### src/rtl/ula.sv
// 32-bit MIPS-style ALU: eight ops selected by ULA_cpntrol, registered result and Zero flag.
// One-cycle latency, a new operation every cycle, no handshake.
module ula #(
  parameter int WIDTH = 32
) (
  input  logic             clk,
  input  logic             rst,
  input  logic [WIDTH-1:0] entrada_01,
  input  logic [WIDTH-1:0] entrada_02,
  input  logic [2:0]       ULA_cpntrol,
  output logic [WIDTH-1:0] ULA_result,
  output logic             Zero
);

  logic [WIDTH-1:0] result_d, result_q;
  logic             zero_d, zero_q;
  logic [WIDTH-1:0] diff;
  logic             slt;

  always_comb begin
    diff = entrada_01 - entrada_02;
    // Differing signs decide SLT directly; the difference's sign bit is only trusted when it cannot overflow.
    if (entrada_01[WIDTH-1] != entrada_02[WIDTH-1]) begin
      slt = entrada_01[WIDTH-1];
    end else begin
      slt = diff[WIDTH-1];
    end

    result_d = '0;
    case (ULA_cpntrol)
      3'b000:  result_d = entrada_01 & entrada_02;
      3'b001:  result_d = entrada_01 | entrada_02;
      3'b010:  result_d = entrada_01 + entrada_02;
      3'b011:  result_d = '0;
      3'b100:  result_d = entrada_01 & ~entrada_02;
      3'b101:  result_d = entrada_01 | ~entrada_02;
      3'b110:  result_d = diff;
      3'b111:  result_d = {{(WIDTH-1){1'b0}}, slt};
      default: result_d = '0;
    endcase
    zero_d = (result_d == '0);
  end

  always_ff @(posedge clk) begin
    if (rst) begin
      result_q <= '0;
      zero_q   <= 1'b1;
    end else begin
      result_q <= result_d;
      zero_q   <= zero_d;
    end
  end

  assign ULA_result = result_q;
  assign Zero       = zero_q;

endmodule

### config.mk
export PLATFORM = sky130hd
export DESIGN_NAME = ula
export DESIGN_NICKNAME = d
export VERILOG_FILES = /design/src/rtl/ula.sv
export SDC_FILE = /design/constraint.sdc
export NUM_CORES = 1
export LEC_CHECK = 0
export ABC_AREA = 1
export CELL_PAD_IN_SITES_DETAIL_PLACEMENT = 0
export CELL_PAD_IN_SITES_GLOBAL_PLACEMENT = 1
export CORE_UTILIZATION = 34
export CTS_CLUSTER_DIAMETER = 60
export DETAILED_ROUTE_END_ITERATION = 10
export MAX_ROUTING_LAYER = met4
export PLACE_DENSITY = 0.84
export RECOVER_POWER = 25
export SYNTH_ARGS = -nofsm -noshare
export SYNTH_HDL_FRONTEND = slang
export SYNTH_SLANG_ARGS = --single-unit
### constraint.sdc
create_clock -name clk -period 2.7 [get_ports clk]
set_input_delay 0.405 -clock clk [delete_from_list [all_inputs] [get_ports clk]]
set_output_delay 0.405 -clock clk [all_outputs]
set_load 0.03 [all_outputs]
==> results of run 1 <==
## kinds of logic after synthesis
family / Yosys count / share of synthesized area [%]
and+or+nand+nor: 867 / 48.61
buffers and inverters: 370 / 19.88
AOI/OAI and AO/OA: 134 / 9.653
adders and majority gates: 65 / 10.93
DFF: 33 / 8.639
xor gates and xnor gates: 20 / 2.291
## worst paths after layout
kind,start,to,cells after the start
max,entrada_02[8],Zero$_SDFF_PP1_,22
min,entrada_01[4],ULA_result[4]$_SDFF_PP0_,6
## final cells by class
class / instances / area (um2)
clock inverters: 2 / 10.01
clock buffers: 6 / 128.9
well taps: 280 / 350.3
flip-flops and latches: 33 / 660.6
repair buffers: 499 / 4009
multi-input cells: 1086 / 6090
inverters: 320 / 1216
fillers: 2276 / 9494
## flip-flops by register name (all words and copies together) (netlist names)
register,cells
Zero,1
ULA_result,32
## metrics by stage
stage                     utilization (%)  setup slack, ps  cells  setup TNS, ps
after floorplan                         -           -26.57   1489         -26.57
after global placement              51.70           -983.9   2158         -10600
after detailed placement            51.70           -988.8   2158         -10930
after CTS                           55.87           -51.36   2215         -51.36
after global routing                56.76           -204.5   2226         -342.6
final                               56.76           -73.98   2226         -73.98
## per-layer routing
metal	vias up	share of wire (%)
met4	0	2.1
met2	387	44
met1	4974	47
li1	5503	-
met5	-	0
met3	58	7.1
## repair_timing
item / in CTS / in global routing
setup buffers: 49 / 12
hold endpoints to repair: 0 / 0
pin swaps: 76 / 37
endpoints found under the setup margin: 20 / 8
resized for setup: 375 / 38
## report_power, final
group	switching [mW]	internal (mW)	total, mW
logic	1.43	1.17	2.60
clock network	0.199	0.338	0.536
registers	0.00782	0.528	0.536
total	1.64	2.04	3.68
## placed cells by master, fill, tap and decap left out, types with 4 or more instances in the layout
cell                              instances
sky130_fd_sc_hd__a21oi_1                 51
sky130_fd_sc_hd__buf_6                   20
sky130_fd_sc_hd__nand2_2                 34
sky130_fd_sc_hd__clkdlybuf4s15_2          4
sky130_fd_sc_hd__inv_2                   38
sky130_fd_sc_hd__nand2_4                 13
sky130_fd_sc_hd__o21ai_0                 48
sky130_fd_sc_hd__a31oi_1                  5
sky130_fd_sc_hd__xor2_1                  18
sky130_fd_sc_hd__and2_1                   5
sky130_fd_sc_hd__nand3_1                128
sky130_fd_sc_hd__clkdlybuf4s50_1         28
sky130_fd_sc_hd__buf_2                   30
sky130_fd_sc_hd__nand2_1                465
sky130_fd_sc_hd__a21oi_2                  5
sky130_fd_sc_hd__dfxtp_1                 33
sky130_fd_sc_hd__nor2_2                  12
sky130_fd_sc_hd__o211ai_1                 4
sky130_fd_sc_hd__nor2_4                   7
sky130_fd_sc_hd__inv_1                  276
sky130_fd_sc_hd__buf_12                   8
sky130_fd_sc_hd__buf_4                  388
sky130_fd_sc_hd__buf_8                    5
sky130_fd_sc_hd__ha_4                    28
sky130_fd_sc_hd__inv_4                    6
sky130_fd_sc_hd__nor3_1                   4
sky130_fd_sc_hd__o21bai_1                 7
sky130_fd_sc_hd__nor2_1                 123
sky130_fd_sc_hd__dlygate4sd3_1           15
sky130_fd_sc_hd__nand3_2                  7
sky130_fd_sc_hd__nand4_1                 59
sky130_fd_sc_hd__clkbuf_16                5
sky130_fd_sc_hd__ha_1                    33
==> results.cfg, run 1 <==
[run_status]
status = finished with violations
violations = DRC, setup timing

[worst_setup_path]
data_arrival_at_the_endpoint_of_the_critical_path_ps = 3000
critical_path.slowest_cell = sky130_fd_sc_hd__ha_4
cp_top_family = simple AND/OR/NAND/NOR gates
cp_cell_sequence = buf_2, inv_2, ha_4, nand2_2, nand2_2, buf_4, buf_4, buf_4, buf_4, nand2_1, nand2_1, inv_1, nand3_1, nand2_1, nand3_1, nand3_2, nand4_1, nor2_1, nand2_1, nor2_1, nand3_1, nand2_1
critPathRequiredTime_ps = 2920
worstSetupStartpointType = input pin
criticalPathCategory = in2reg
path_buf_inv = 7
worst-path-max-fanout = 4
worstSetupEndpointType = register
critical_path.most_common_cell = sky130_fd_sc_hd__nand2_1
max_stage_delay_ps = 260

[clocking]
cts_tree = built
cts.sinks = 33
cts_root_buf = sky130_fd_sc_hd__clkbuf_16
cts_max_path_buffers = 2
clkTransAtPathRegs_ps = 50
post_cts_hold_buffer_count = 0
cts_htree_levels = 2
cts_made_buffers = 5

[synthesis]
synth.cell_area_um2 = 7647
synthDistinctLibCells = 39
synth-seq-area-share_pct = 8.639
synth_area_per_cell_um2 = 5.136
synthesis.yosys.warnings = 0
ys.flop_type = sky130_fd_sc_hd__dfxtp_1
synthCells = 1489
ys_top_cells_by_area = sky130_fd_sc_hd__nand2_1 25%, sky130_fd_sc_hd__inv_1 15%, sky130_fd_sc_hd__ha_1 10%, sky130_fd_sc_hd__nand3_1 8.8%, sky130_fd_sc_hd__dfxtp_1 8.6%
yosys.cell_count.top_type = sky130_fd_sc_hd__nand2_1
yosysTopAreaCellShare_pct = 24.84
synth_edf_count = 0
synth-seq-cells = 33
async_flop_share_pct = 0
synth_commonest_cells = 506 x sky130_fd_sc_hd__nand2_1, 315 x sky130_fd_sc_hd__inv_1, 134 x sky130_fd_sc_hd__nand3_1, 132 x sky130_fd_sc_hd__nor2_1, 62 x sky130_fd_sc_hd__ha_1
postSynthNetCount = 1623
netlist.top_cell.by_area = sky130_fd_sc_hd__nand2_1

[timing]
worst-slew-pin-transition_ps = 523.2
maxSlewViolCount = 0
timing.final.crit_share_pct = 102.7
setup_slack_ps = -73.98
hold_ws_ps = 754.2
timing.final.hold_violations = 0
setup_viol = 1
maxSlewHeadroom_pct = 65.09
grt_setup_unrepaired = yes
layout_min_cycle_time_ps = 2774
maxClockFrequency_ghz = 0.3605

[grt]
grt.met3_usage_pct = 3.137
first_global_vias = 10410
met2_usage_grt_pct = 52.01
global_route.usage.total_pct = 33.11
globalRoute.busiestLayer = met2
antenna_found_initial = 0
grt_first_pass_wirelength_mm = 56.82
grt_start_max_net_pins = 33
global_route.overflow_total = 0
grt_use_met1_pct = 45.08

[final_layout]
antenna_cells_inserted = 0
num-nets-final = 2079
drive_gt1_share_pct = 32.07
syn_to_final_growth_pct = 62.99
final_design_area_no_fill_um2 = 12460

[placement]
place.port_buffers = 101
gpl.final_weighted_congestion = 0.9766
dp_hpwl_mm = 30.32
postPlaceCellArea_um2 = 11350

[die]
rows = 54
die-area_um2 = 23100
chipHeight_um = 152.0
floorplan.die.width_um = 152.0
start_util_pct = 34.83
design.core.area_um2 = 21960
floorplan.io_pins = 102

[min_path]
hold_path.class = in2reg

[power]
cellPowerDensity_nw_per_um2 = 295.0
totalPowerFinal_mw = 3.677
irDropWorstVdd_v = 0.0002407
total_leakage_power_nw = 7.060

[routing]
remaining_drc_errors = 16
drt_iter0_markers = 941
wirelength_mm = 37.48
route.detailed.wl_per_inst_um = 16.84
drt_first_pass_iters = 9
vias_per_cell = 4.907
total_number_of_vias = 10920
ant_nets = 0

[run]
max-cap-violations = 0
Note: power is estimated with default switching activity, not from simulation.
==> run 2: changes to the inputs <==
--- a/config.mk
+++ b/config.mk
@@ -5,14 +5,13 @@
 export SDC_FILE = /design/constraint.sdc
 export NUM_CORES = 1
 export LEC_CHECK = 0
-export ABC_AREA = 1
 export CELL_PAD_IN_SITES_DETAIL_PLACEMENT = 0
 export CELL_PAD_IN_SITES_GLOBAL_PLACEMENT = 1
-export CORE_UTILIZATION = 34
+export CORE_UTILIZATION = 35
 export CTS_CLUSTER_DIAMETER = 60
 export DETAILED_ROUTE_END_ITERATION = 10
 export MAX_ROUTING_LAYER = met4
-export PLACE_DENSITY = 0.84
+export PLACE_DENSITY = 0.83
 export RECOVER_POWER = 25
 export SYNTH_ARGS = -nofsm -noshare
 export SYNTH_HDL_FRONTEND = slang
==> run 2 against run 1 <==
Critical endpoint unchanged. Sequential power is 2% higher. Maximum frequency is 27% lower. The run ends with setup timing left. Clock-buffer cell count is 1 higher. Critical path depth is 1 lower. Die area is 26% lower. Core utilization is 12 points higher. Setup slack worse by 1000 ps. Power is 2.6% lower.
==> results.cfg, run 2 <==
[timing]
maxSlewHeadroom_pct = 52.50
worst-slew-pin-transition_ps = 706.5
setup_viol = 16
layout_min_cycle_time_ps = 3795
timing.final.hold_violations = 0
setup_slack_ps = -1095
timing.final.crit_share_pct = 140.6
final.setup.tns_ps = -6293
maxClockFrequency_ghz = 0.2635
hold_ws_ps = 814.2
maxSlewViolCount = 0
grt_setup_unrepaired = yes

[clocking]
cts.sinks = 33
cts_max_path_buffers = 2
cts_tree = built
clkTransAtPathRegs_ps = 50
cts_htree_levels = 2
post_cts_hold_buffer_count = 0
cts_root_buf = sky130_fd_sc_hd__clkbuf_16
cts_made_buffers = 5

[power]
power.share.clock_pct = 15.2
irDropWorstVdd_v = 0.0003338
totalPowerFinal_mw = 3.580
cellPowerDensity_nw_per_um2 = 326.1
internal_power_mw = 2.122
total_leakage_power_nw = 4.808
p_seq_share_pct = 15.2
netSwitchingFraction_pct = 40.74
power_switching_mw = 1.458
power.share.combinational_pct = 69.6

[routing]
wirelength_mm = 26.13
remaining_drc_errors = 0
drt_iter0_markers = 863
ant_nets = 0
vias_per_cell = 5.670
route.detailed.wl_per_inst_um = 17.83
total_number_of_vias = 8312
drt_first_pass_iters = 5

[synthesis]
postSynthNetCount = 975
synth-seq-area-share_pct = 11.46
synth_edf_count = 0
yosys.cell_count.top_type = sky130_fd_sc_hd__a21oi_1
synthesis.yosys.warnings = 0
netlist.top_cell.by_area = sky130_fd_sc_hd__ha_1
synth.cell_area_um2 = 5763
synthDistinctLibCells = 76
ys_top_cells_by_area = sky130_fd_sc_hd__ha_1 13%, sky130_fd_sc_hd__dfxtp_1 11%, sky130_fd_sc_hd__a21oi_1 10%, sky130_fd_sc_hd__nor2_1 5.3%, sky130_fd_sc_hd__inv_1 4.7%
yosysTopAreaCellShare_pct = 13.46
synth_commonest_cells = 115 x sky130_fd_sc_hd__a21oi_1, 81 x sky130_fd_sc_hd__nor2_1, 72 x sky130_fd_sc_hd__inv_1, 62 x sky130_fd_sc_hd__ha_1, 41 x sky130_fd_sc_hd__nand2_1
async_flop_share_pct = 0
synth_area_per_cell_um2 = 6.853
ys.flop_type = sky130_fd_sc_hd__dfxtp_1
synth-seq-cells = 33
synthCells = 841

[worst_setup_path]
criticalPathCategory = in2reg
critPathRequiredTime_ps = 2920
data_arrival_at_the_endpoint_of_the_critical_path_ps = 4010
worstSetupEndpointType = register
worst-path-max-fanout = 2
worstSetupStartpointType = input pin

[die]
design.core.area_um2 = 16000
chipHeight_um = 130.3
floorplan.io_pins = 102
die-area_um2 = 16980
start_util_pct = 36.02
rows = 46
floorplan.die.width_um = 130.3

[final_layout]
syn_to_final_growth_pct = 90.53
antenna_cells_inserted = 0
num-nets-final = 1384
drive_gt1_share_pct = 45.84
largest_reg_flops = 32
postLayoutCoreUtil_pct = 68.63
final_common_cell = sky130_fd_sc_hd__buf_4
final_std_cells_w_o_fill = 1466
final_design_area_no_fill_um2 = 10980
most_used_cells_in_the_layout_excluding_fill_and_tap_cells = 315 x sky130_fd_sc_hd__buf_4, 88 x sky130_fd_sc_hd__a21oi_1, 66 x sky130_fd_sc_hd__nor2_1

[grt]
grt_start_max_net_pins = 37
first_global_vias = 7779
global_route.overflow_total = 0
grt_first_pass_wirelength_mm = 38.95
antenna_found_initial = 0
global_route.usage.total_pct = 29.94

[min_path]
worst_hold_startpoint = entrada_01[10]
hold_end = ULA_result[10]$_SDFF_PP0_
whs_path_depth = 5
hold_path.class = in2reg

[placement]
place.port_buffers = 101
preCtsSetupSlack_ps = -2039
placedCellCount = 1423
postPlaceCellArea_um2 = 9435
gpl.final_weighted_congestion = 1.043
dp_hpwl_mm = 19.35

[run]
max-cap-violations = 0

[run_status]
violations = setup timing
status = finished with violations
[run 2: cell types whose count changed after synthesis, sizes merged, moves of 19 or more]
| cell | delta |
|---|---|
| a21oi | +60 |
| buf | -21 |
| inv | -248 |
| nand2 | -471 |
| nand3 | -112 |
| nand4 | -54 |
| nor2 | -63 |
| nor2b | +19 |
| o22ai | +24 |
| xnor2 | +21 |
[run 2: area by class of cell]
type | count | area [um2]
inverter | 74 | 312.8
sequential | 33 | 660.6
fill | 1298 | 5020
multi-input combinational | 687 | 5813
clock buffer | 7 | 142.6
tap | 216 | 270.3
timing repair buffer | 449 | 3781
[run 2: worst max-delay path, cell delays in order]
cell                        delay (ps)
sky130_fd_sc_hd__buf_12             90
sky130_fd_sc_hd__inv_12             30
sky130_fd_sc_hd__ha_4              260
sky130_fd_sc_hd__and4_4            240
sky130_fd_sc_hd__and3_4            200
sky130_fd_sc_hd__nand3_4            70
sky130_fd_sc_hd__o2111ai_4         270
sky130_fd_sc_hd__a31o_4            200
sky130_fd_sc_hd__a41o_1            200
sky130_fd_sc_hd__a21o_1            140
sky130_fd_sc_hd__a21oi_2            60
sky130_fd_sc_hd__fa_2              380
sky130_fd_sc_hd__nand3_2            70
sky130_fd_sc_hd__o21ai_2            60
sky130_fd_sc_hd__a21oi_2           160
sky130_fd_sc_hd__and4_1            210
sky130_fd_sc_hd__nand4_1            80
sky130_fd_sc_hd__or4_4             450
sky130_fd_sc_hd__nor4_4            130
sky130_fd_sc_hd__and4_1            200
sky130_fd_sc_hd__a21o_1            110
[run 2: logic make-up after synthesis]
logic type | synth area share (%)
fa+ha+maj | 15.89
buf+inv | 8.185
xor+xnor | 5.623
compound gates | 36.39
flops | 11.46
simple gates | 21.41
mux | 1.042
[run 2: power groups by stage]
stage	sequential (mW)	combinational, mW	clock [mW]
5_1_grt	0.548	2.64	0.564
2_1_floorplan	0.642	0.921	0
3_5_place_dp	0.554	2.02	0
6_report	0.545	2.49	0.544
4_1_cts	0.546	2.24	0.548
3_3_place_gp	0.552	2.00	0
[run 2: metal layers]
metal	part of all wire [%]	up-vias	track usage [%]
li1	-	3911	-
met4	4.0	0	10.74
met1	43	3826	38.20
met5	0	-	-
met3	7.3	104	3.403
met2	46	471	48.53
[run 2: repair_timing]
item,CTS,global route
pin swaps,88,98
gates resized for setup,269,128
endpoints found under the setup margin,29,26
endpoints found under the hold margin,0,0
setup buffers,21,25
[run 2: how the worst max path moves through the flow]
stage	end	start
2_1_floorplan	Zero$_SDFF_PP1_	entrada_02[13]
3_3_place_gp	Zero$_SDFF_PP1_	entrada_01[0]
3_5_place_dp	Zero$_SDFF_PP1_	entrada_01[0]
4_1_cts	Zero$_SDFF_PP1_	entrada_02[13]
5_1_grt	Zero$_SDFF_PP1_	entrada_02[13]
6_report	Zero$_SDFF_PP1_	entrada_02[13]
